$ cat config.mk
export PLATFORM = sky130hd
export DESIGN_NAME = isram_pipe
export DESIGN_NICKNAME = d
export VERILOG_FILES = /design/src/rtl/isram_pipe.sv
export SDC_FILE = /design/constraint.sdc
export NUM_CORES = 1
export LEC_CHECK = 0
export BUFFER_PORTS_ARGS = -buffer_cell sky130_fd_sc_hd__buf_2
export CAP_MARGIN = 0
export CORE_ASPECT_RATIO = 1.4
export CORE_UTILIZATION = 45
export DETAILED_ROUTE_END_ITERATION = 12
export PLACE_DENSITY = 0.64
export SYNTH_ARGS = -nofsm -noshare
export SYNTH_HDL_FRONTEND = slang
export SYNTH_SLANG_ARGS = --single-unit
$ cat constraint.sdc
create_clock -name clk -period 2.6 [get_ports clk]
set_clock_uncertainty 0.15 [all_clocks]
set_input_delay 0.13 -clock clk [delete_from_list [all_inputs] [get_ports clk]]
set_output_delay 0.13 -clock clk [all_outputs]
set_load 0.01 [all_outputs]
$ cat src/rtl/isram_pipe.sv
// Read-only instruction-memory slave for the IFU: AR/R handshake, DEPTH-entry in-order
// response buffer, fixed or LFSR-randomised per-request latency.
module isram_pipe #(
   parameter int unsigned ADDR_W    = 32,
   parameter int unsigned DATA_W    = 32,
   parameter int unsigned DEPTH     = 4,
   parameter int unsigned LAT_MIN   = 2,
   parameter int unsigned LAT_RAND  = 0,
   parameter logic [7:0]  LFSR_SEED = 8'hA5
) (
   input  logic                     clk,
   input  logic                     rst,
   input  logic [ADDR_W-1:0]        araddr_i,
   input  logic                     arvalid_i,
   output logic                     arready_o,
   output logic [DATA_W-1:0]        rdata_o,
   output logic [1:0]               rresp_o,
   output logic                     rvalid_o,
   input  logic                     rready_i,
   output logic [$clog2(DEPTH):0]   outstanding_o
);

   localparam int unsigned PTR_W       = $clog2(DEPTH);
   localparam int unsigned CNT_W       = PTR_W + 1;
   localparam logic [7:0]  LAT_BASE_M1 = 8'(LAT_MIN - 1);
   localparam logic [1:0]  RESP_OKAY   = 2'b00;
   localparam logic [1:0]  RESP_SLVERR = 2'b10;

   // Physical-memory read hook; the body is a synthesizable ROM image standing in for
   // the simulator's memory (boot word at 0x8000_0000, error outside the 0x8xxx_xxxx region).
   function automatic logic [DATA_W-1:0] paddr_read(input logic [31:0] raddr,
                                                     output logic [7:0] rresp);
      rresp = (raddr[31:28] == 4'h8) ? 8'd0 : 8'd1;
      if (raddr == 32'h8000_0000)
         paddr_read = DATA_W'(32'h0000_0413);
      else
         paddr_read = DATA_W'({~raddr[15:0], raddr[15:0]});
   endfunction

   logic [DATA_W-1:0] data_q [DEPTH];
   logic [DATA_W-1:0] data_d [DEPTH];
   logic [1:0]        resp_q [DEPTH];
   logic [1:0]        resp_d [DEPTH];
   logic [7:0]        cnt_q  [DEPTH];
   logic [7:0]        cnt_d  [DEPTH];
   logic [PTR_W-1:0]  wr_ptr_q, wr_ptr_d;
   logic [PTR_W-1:0]  rd_ptr_q, rd_ptr_d;
   logic [CNT_W-1:0]  count_q, count_d;
   logic [7:0]        lfsr_q, lfsr_d;

   logic              push;
   logic              pop;
   logic              aligned;
   logic [31:0]       dpi_addr;
   logic [DATA_W-1:0] dpi_data;
   logic [7:0]        dpi_rsp;
   logic [7:0]        lat_m1;
   logic [DATA_W-1:0] new_data;
   logic [1:0]        new_resp;

   assign arready_o     = (count_q != CNT_W'(DEPTH));
   assign rvalid_o      = (count_q != '0) && (cnt_q[rd_ptr_q] == 8'd0);
   assign rdata_o       = data_q[rd_ptr_q];
   assign rresp_o       = resp_q[rd_ptr_q];
   assign outstanding_o = count_q;

   assign push     = arvalid_i && arready_o;
   assign pop      = rvalid_o && rready_i;
   assign dpi_addr = 32'(araddr_i);
   assign aligned  = (araddr_i[1:0] == 2'b00);

   // x^8+x^6+x^5+x^4+1, free-running
   assign lfsr_d = {lfsr_q[6:0], lfsr_q[7] ^ lfsr_q[5] ^ lfsr_q[4] ^ lfsr_q[3]};

   // Capture of the accepted request: memory is read only on an aligned accept.
   always_comb begin
      dpi_data = '0;
      dpi_rsp  = '0;
      new_data = '0;
      new_resp = RESP_SLVERR;
      lat_m1   = LAT_BASE_M1;
      if (LAT_RAND != 0)
         lat_m1 = LAT_BASE_M1 + {5'd0, lfsr_q[2:0]};
      if (push && aligned) begin
         dpi_data = paddr_read(dpi_addr, dpi_rsp);
         new_data = dpi_data;
         new_resp = (dpi_rsp != 8'd0) ? RESP_SLVERR : RESP_OKAY;
      end
   end

   // Buffer next state; countdowns of waiting entries saturate at zero behind the head.
   always_comb begin
      wr_ptr_d = wr_ptr_q;
      rd_ptr_d = rd_ptr_q;
      count_d  = count_q;
      data_d   = data_q;
      resp_d   = resp_q;
      for (int i = 0; i < DEPTH; i++)
         cnt_d[i] = (cnt_q[i] != 8'd0) ? cnt_q[i] - 8'd1 : 8'd0;
      if (push) begin
         data_d[wr_ptr_q] = new_data;
         resp_d[wr_ptr_q] = new_resp;
         cnt_d[wr_ptr_q]  = lat_m1;
         wr_ptr_d         = wr_ptr_q + 1'b1;
      end
      if (pop)
         rd_ptr_d = rd_ptr_q + 1'b1;
      case ({push, pop})
         2'b10:   count_d = count_q + 1'b1;
         2'b01:   count_d = count_q - 1'b1;
         default: count_d = count_q;
      endcase
   end

   always_ff @(posedge clk or negedge rst) begin
      if (!rst) begin
         for (int i = 0; i < DEPTH; i++) begin
            data_q[i] <= '0;
            resp_q[i] <= '0;
            cnt_q[i]  <= '0;
         end
         wr_ptr_q <= '0;
         rd_ptr_q <= '0;
         count_q  <= '0;
         lfsr_q   <= LFSR_SEED;
      end else begin
         data_q   <= data_d;
         resp_q   <= resp_d;
         cnt_q    <= cnt_d;
         wr_ptr_q <= wr_ptr_d;
         rd_ptr_q <= rd_ptr_d;
         count_q  <= count_d;
         lfsr_q   <= lfsr_d;
      end
   end

endmodule
Yosys cells after proc, flatten, opt, wreduce, memory -nomap -nowiden
Cells that the tools add are included.

storage, ports and cells
  register bits = 175
  bits of input ports = 36
  output and inout bits = 39
  word-level logic and storage cells = 79

operators by class
  add/subtract/negate cells = 8
  order comparisons = 3
  eq/ne operators = 5
  mux-type cells = 28
  bitwise gates (word level) = 6
  reductions and logical operators = 14

operators with widths
  cell                                              number
  2-to-1 mux 32 bit                                 6
  bitwise mux 128 bit                               1
  binary-select mux 32 bit (select 2 bit)           1
  demux 32 bit (select 2 bit)                       1
  2-to-1 mux 8 bit                                  7
  nonzero test 8 bit                                5
  == test 32 bit, second input constant             1
  subtractor 8 x 1 -> 8 bit, second input constant  4
  AND 28 bit                                        1
  NOT 28 bit                                        1
  binary-select mux 8 bit (select 2 bit)            1
  demux 8 bit (select 2 bit)                        1
  NOT 16 bit                                        1
  2-to-1 mux 2 bit                                  5
  bitwise mux 8 bit                                 1
  logical NOT 8 bit                                 1
  >= comparator 3 bit, second input constant        2
  NOT 2 -> 3 bit                                    2
  case mux 3 bit (2 select lines)                   1
  logical AND 1 bit                                 5
  adder 2 x 1 -> 2 bit, second input constant       2
  binary-select mux 2 bit (select 2 bit)            1
  demux 2 bit (select 2 bit)                        1
  == test 4 bit, second input constant              1
  other kinds (11)                                  11

Depth between registers and ports, before layout
  depth after elaboration = 9
  gate-level depth with buffers = 11

Worst setup path before layout
No wires, ideal clock.

  path kind = register to register
  from = reg cnt_q[2] (netlist name)
  to = reg count_q[2], in the netlist outstanding_o[2]
  setup time = 79 ps
  arrival = 2573 ps
  path slack = -202 ps
  cell stages (with the launch flop) = 12
  buffers on the path = 0
  cell sequence = dfrtp_1 or4_4 nor3_2 nor3b_2 nand2_1 a21oi_1 ha_1 inv_1 fa_1 xor2_1 nor2_1 xor2_1

between the ends
  longest elaborated chain between the ends = 8

RTL lines
  what                                                                   RTL line  RTL
  from (decl)                                                            44        logic [7:0] cnt_q [DEPTH];
  from (signal assigned)                                                 129       cnt_q <= cnt_d;
  binary-select mux 8 bit (select 2 bit) (*)                             62        assign rvalid_o = (count_q != '0) && (cnt_q[rd_ptr_q] == 8'd0);
  2-to-1 mux 8 bit (implied by the code) (*) (2 in series)               62
  logical NOT 8 bit (*)                                                  62
  logical AND 1 bit (*)                                                  62
  logical AND 1 bit (*)                                                  68        assign pop = rvalid_o && rready_i;
  == test 2 x 1 -> 1 bit or == test 2 bit (tied branches)                108       case ({push, pop})
  case mux 3 bit (2 select lines) or nonzero test 2 bit (tied branches)  -
  to (signal assigned)                                                   132       count_q <= count_d;
  to (decl)                                                              48        logic [CNT_W-1:0] count_q, count_d;

Every way passes the cells marked *; elsewhere a longest branch is shown, timed or not. The select of a mux whose other input is x is not followed.
A chain may end at the register's enable or synchronous reset.

Worst setup path after layout
  from = reg cnt_q[26] (netlist name)
  to = reg count_q[2], in the netlist outstanding_o[2]

Same word-level chain as after synthesis.

==> results.md <==
* Sequential Area at 4280 sq um
* CTS root buf: clkbuf_16
* Pin count of the biggest net entering global routing at 83
* First-pass GRT wire length at just over 30 mm
* Worst skew pair latency at 0.42 ns
* DR iter-0 viols at 342
* IO Pins at 75
* Worst Tran Pin Value at 0.793 ns
* WHS Path Cells at 3
* Normalized max-slew margin at 47.1%
* Multi-input gate area at 3270 sq um
* Initial antenna violation count at 0
* Fraction of layout cells with a size suffix above 1 at 28.5%
* CP max stage delay at 0.56 ns
* Status: finished, violations left
* Power per cell area at 1090 nW/um^2
* Fmax at 0.364 GHz
* Die Area at 18000 sq um
* Stages on the worst setup path at 11
* Sink Count at 171
* Max capacitance violation total at 0
* Overall global routing resource usage at 22.4%
* Die height at 158 microns
* Htree depth at 4
* CTS buffer count at 17
* Die Wd at 114 microns
* Top FF cell, synth: dfrtp_1
* Starting Density at between 40% and 50%
* Max clock buf depth at 2
* Min Clock Period, post-route at 2.75 ns
* Leakage at 0.00442 uW
* Hold Crit Class: input pin to flip-flop
* TritonCTS clock tree: built
* CP Capture Type: flip-flop
* 1st-pass router iterations at 4
* Worst path buffer plus inverter count at 1
* WP data required at 2.79 ns
* Slew Limit Fails at 0
* Slowest CP cell: or4_4
* I/O Buffers at 73
* Vias at between 5k and 6k
* Violated checks: setup timing
* Final wirelength at 18.6 mm
* Worst Path Arrival at 2.94 ns
* Overflow left after global routing at 0
* CP most frequent cell: xor2_1
* Final Hold Viols at 0
* Core Region at between 15000 and 20000 sq um
* Worst-path cell chain: or4_4, nor3_4, a32o_2, a41oi_1, a21oi_2, ha_2, inv_2, fa_2, xor2_1, nor2_1, xor2_1
* Final setup margin at -0.147 ns
* RSZ-0062 raised after global routing: yes
* WL/cell at 17.8 microns
* Area Overhead vs Synth at 21.7%
* Asr flop ratio synth at 100%
* Period utilization at 106%
* Setup Crit Path Kind: flip-flop to flip-flop
* Number of global-route vias before repair at around 6k
* Dpl hpwl at around 12 mm
* # rows at 56
* Maximum vdd drop at 510 uV
* Post-synth EDFFs at 0
* Setup TNS at -0.156 ns
* Delay-heaviest family, CP: simple AND/OR/NAND/NOR gates
* Synth Instances at 681
* Synthesized cell area at around 7800 sq um
* Syn nets at 730
* Final GP Congestion at 0.761
* N_diodes at 0
* ANT nets after route at 0
* Vias per inst at 5.44
* Fillers at 1401
* Clock-pin slew on the worst setup and hold paths at about 0.070 ns
* NumNets Final at 846
* Worst-path maximum fanout at 2
* Setup violations, final at 2
* Post-synthesis register bit count at 171
* Share of the yosys chip area belonging to registers at 54.5%
* WHS at 0.0335 ns
* Yosys warnings at 0
* Syn_area_per_cell at around 12 sq um
* Drc violations at 0
* Reg2reg path depth at 11
* Critical Path Source Type: flip-flop
* Distinct cells, synth at 44
==> sequential cells by signal (all words and copies together) (netlist names) <==
| register | cells |
|---|---|
| cnt_q | 32 |
| data_q | 128 |
| outstanding_o | 3 |
| rd_ptr_q | 2 |
| resp_q | 4 |
| wr_ptr_q | 2 |
==> synth_stat cells, types with 2 or more instances <==
master      n  area, sq um
a21o_1      3         22.5
a21oi_1    14         70.1
a22o_1     28          245
a31oi_1     2         12.5
and4_1      2         17.5
buf_1       6         22.5
buf_2      16         80.1
buf_4      13         97.6
buf_6       7         78.8
clkbuf_1    6         22.5
dfrtp_1   171         4280
ha_1       12          150
inv_1      19         71.3
mux2_2      8         90.1
mux4_2     33          743
nand2_1   121          454
nand2_2     6         37.5
nand2b_1    2         12.5
nand3_1     2         10.0
nor2_1     44          165
nor2b_1     2         12.5
nor3_1      5         25.0
nor4_1     13         81.3
nor4b_1     2         17.5
o21ai_0    45          225
o21ai_1     5         25.0
o31ai_1    50          375
or2_2       2         12.5
or4_4       2         22.5
xnor2_1    19          166
xor2_1      8         70.1
==> final cells by class <==
type	instances	area share, %
clock inverters	12	1.43
multi-input cells	443	34.3
repair buffers	145	10.9
well taps	232	3.04
clock buffers	20	4.78
inverters	19	0.747
flip-flops and latches	171	44.8
==> where the power goes <==
group	internal [uW]	total, uW	switching, uW
Clock	1480	2550	1070
Sequential	3500	4030	532
Combinational	1780	3850	2070
Total	6760	10400	3670
==> worst register-to-register path, delay by kind of cell (launching register included) <==
family	cells	cell delay [ns]
xor+xnor	2	0.30
buf+inv	1	0.04
simple gates	3	0.84
compound gates	3	0.42
fa+ha+maj	2	0.52
flops	1	0.38
==> cell families (layout without fill, tap and decap cells) <==
| group | Yosys count | after routing | synth area share (%) |
|---|---|---|---|
| simple gates | 211 | 211 | 12.0 |
| flops | 171 | 171 | 54.5 |
| compound gates | 150 | 150 | 12.8 |
| buf+inv | 67 | 196 | 4.75 |
| mux | 41 | 41 | 10.6 |
| xor+xnor | 27 | 27 | 3.01 |
| fa+ha+maj | 13 | 13 | 2.17 |
| other cells | 1 | 1 | 0.0478 |
==> through the flow <==
stage | utilization, % | total power [uW] | instances | setup WS (ns) | instance area (sq um)
5_1_grt | 56.5 | 11100 | 1042 | -0.304 | 9550
2_1_floorplan | - | 6490 | 681 | -0.0903 | 7870
4_1_cts | 56.3 | 10400 | 1042 | -0.184 | 9510
3_5_place_dp | 51.7 | 7820 | 994 | -0.249 | 8740
6_report | 56.5 | 10400 | 1042 | -0.147 | 9550
3_3_place_gp | 51.7 | 7620 | 994 | -0.172 | 8740
==> timing repair <==
action                                  CTS  global route
setup buffers                             2             0
gates resized for setup                   8             6
pin swaps                                 5             6
endpoints found under the setup margin   23             3
hold endpoints to repair                176             0
gates cloned                              0             0
hold buffers                             14             0
==> routing by layer <==
| metal | share of wire [%] | up-vias | track usage, % |
|---|---|---|---|
| met1 | 42 | 2867 | 26.8 |
| met5 | 0 | - | 0 |
| met4 | 2.5 | 0 | 8.96 |
| met2 | 53 | 127 | 39.8 |
| li1 | - | 2638 | - |
| met3 | 2.9 | 32 | 4.10 |
==> placed cells by master, fill, tap and decap left out, types with 8 or more instances in the layout <==
cell | netlist | layout
a21oi_1 | 14 | 12
mux4_2 | 33 | 33
xor2_1 | 8 | 8
o21ai_0 | 45 | 44
inv_1 | 19 | 18
dlygate4sd3_1 | 0 | 14
clkbuf_16 | 0 | 17
dfrtp_1 | 171 | 170
ha_1 | 12 | 11
mux2_2 | 8 | 8
a22o_1 | 28 | 28
nand2_1 | 121 | 120
xnor2_1 | 19 | 19
buf_4 | 13 | 50
buf_2 | 16 | 72
nor4_1 | 13 | 11
o31ai_1 | 50 | 50
nor2_1 | 44 | 44
==> worst paths after layout <==
kind | start | to | slack [ns]
setup / recovery | cnt_q[26] | outstanding_o[2] | -0.15
min in group asynchronous | rst | data_q[108] | 0.18
setup reg to reg | cnt_q[26] | outstanding_o[2] | -0.15
hold reg to reg | data_q[61] | data_q[61] | 0.32
max in group asynchronous | rst | outstanding_o[1] | 1.40
hold / removal | araddr_i[4] | data_q[20] | 0.03
No activity file was read; power rests on OpenSTA's default activity.
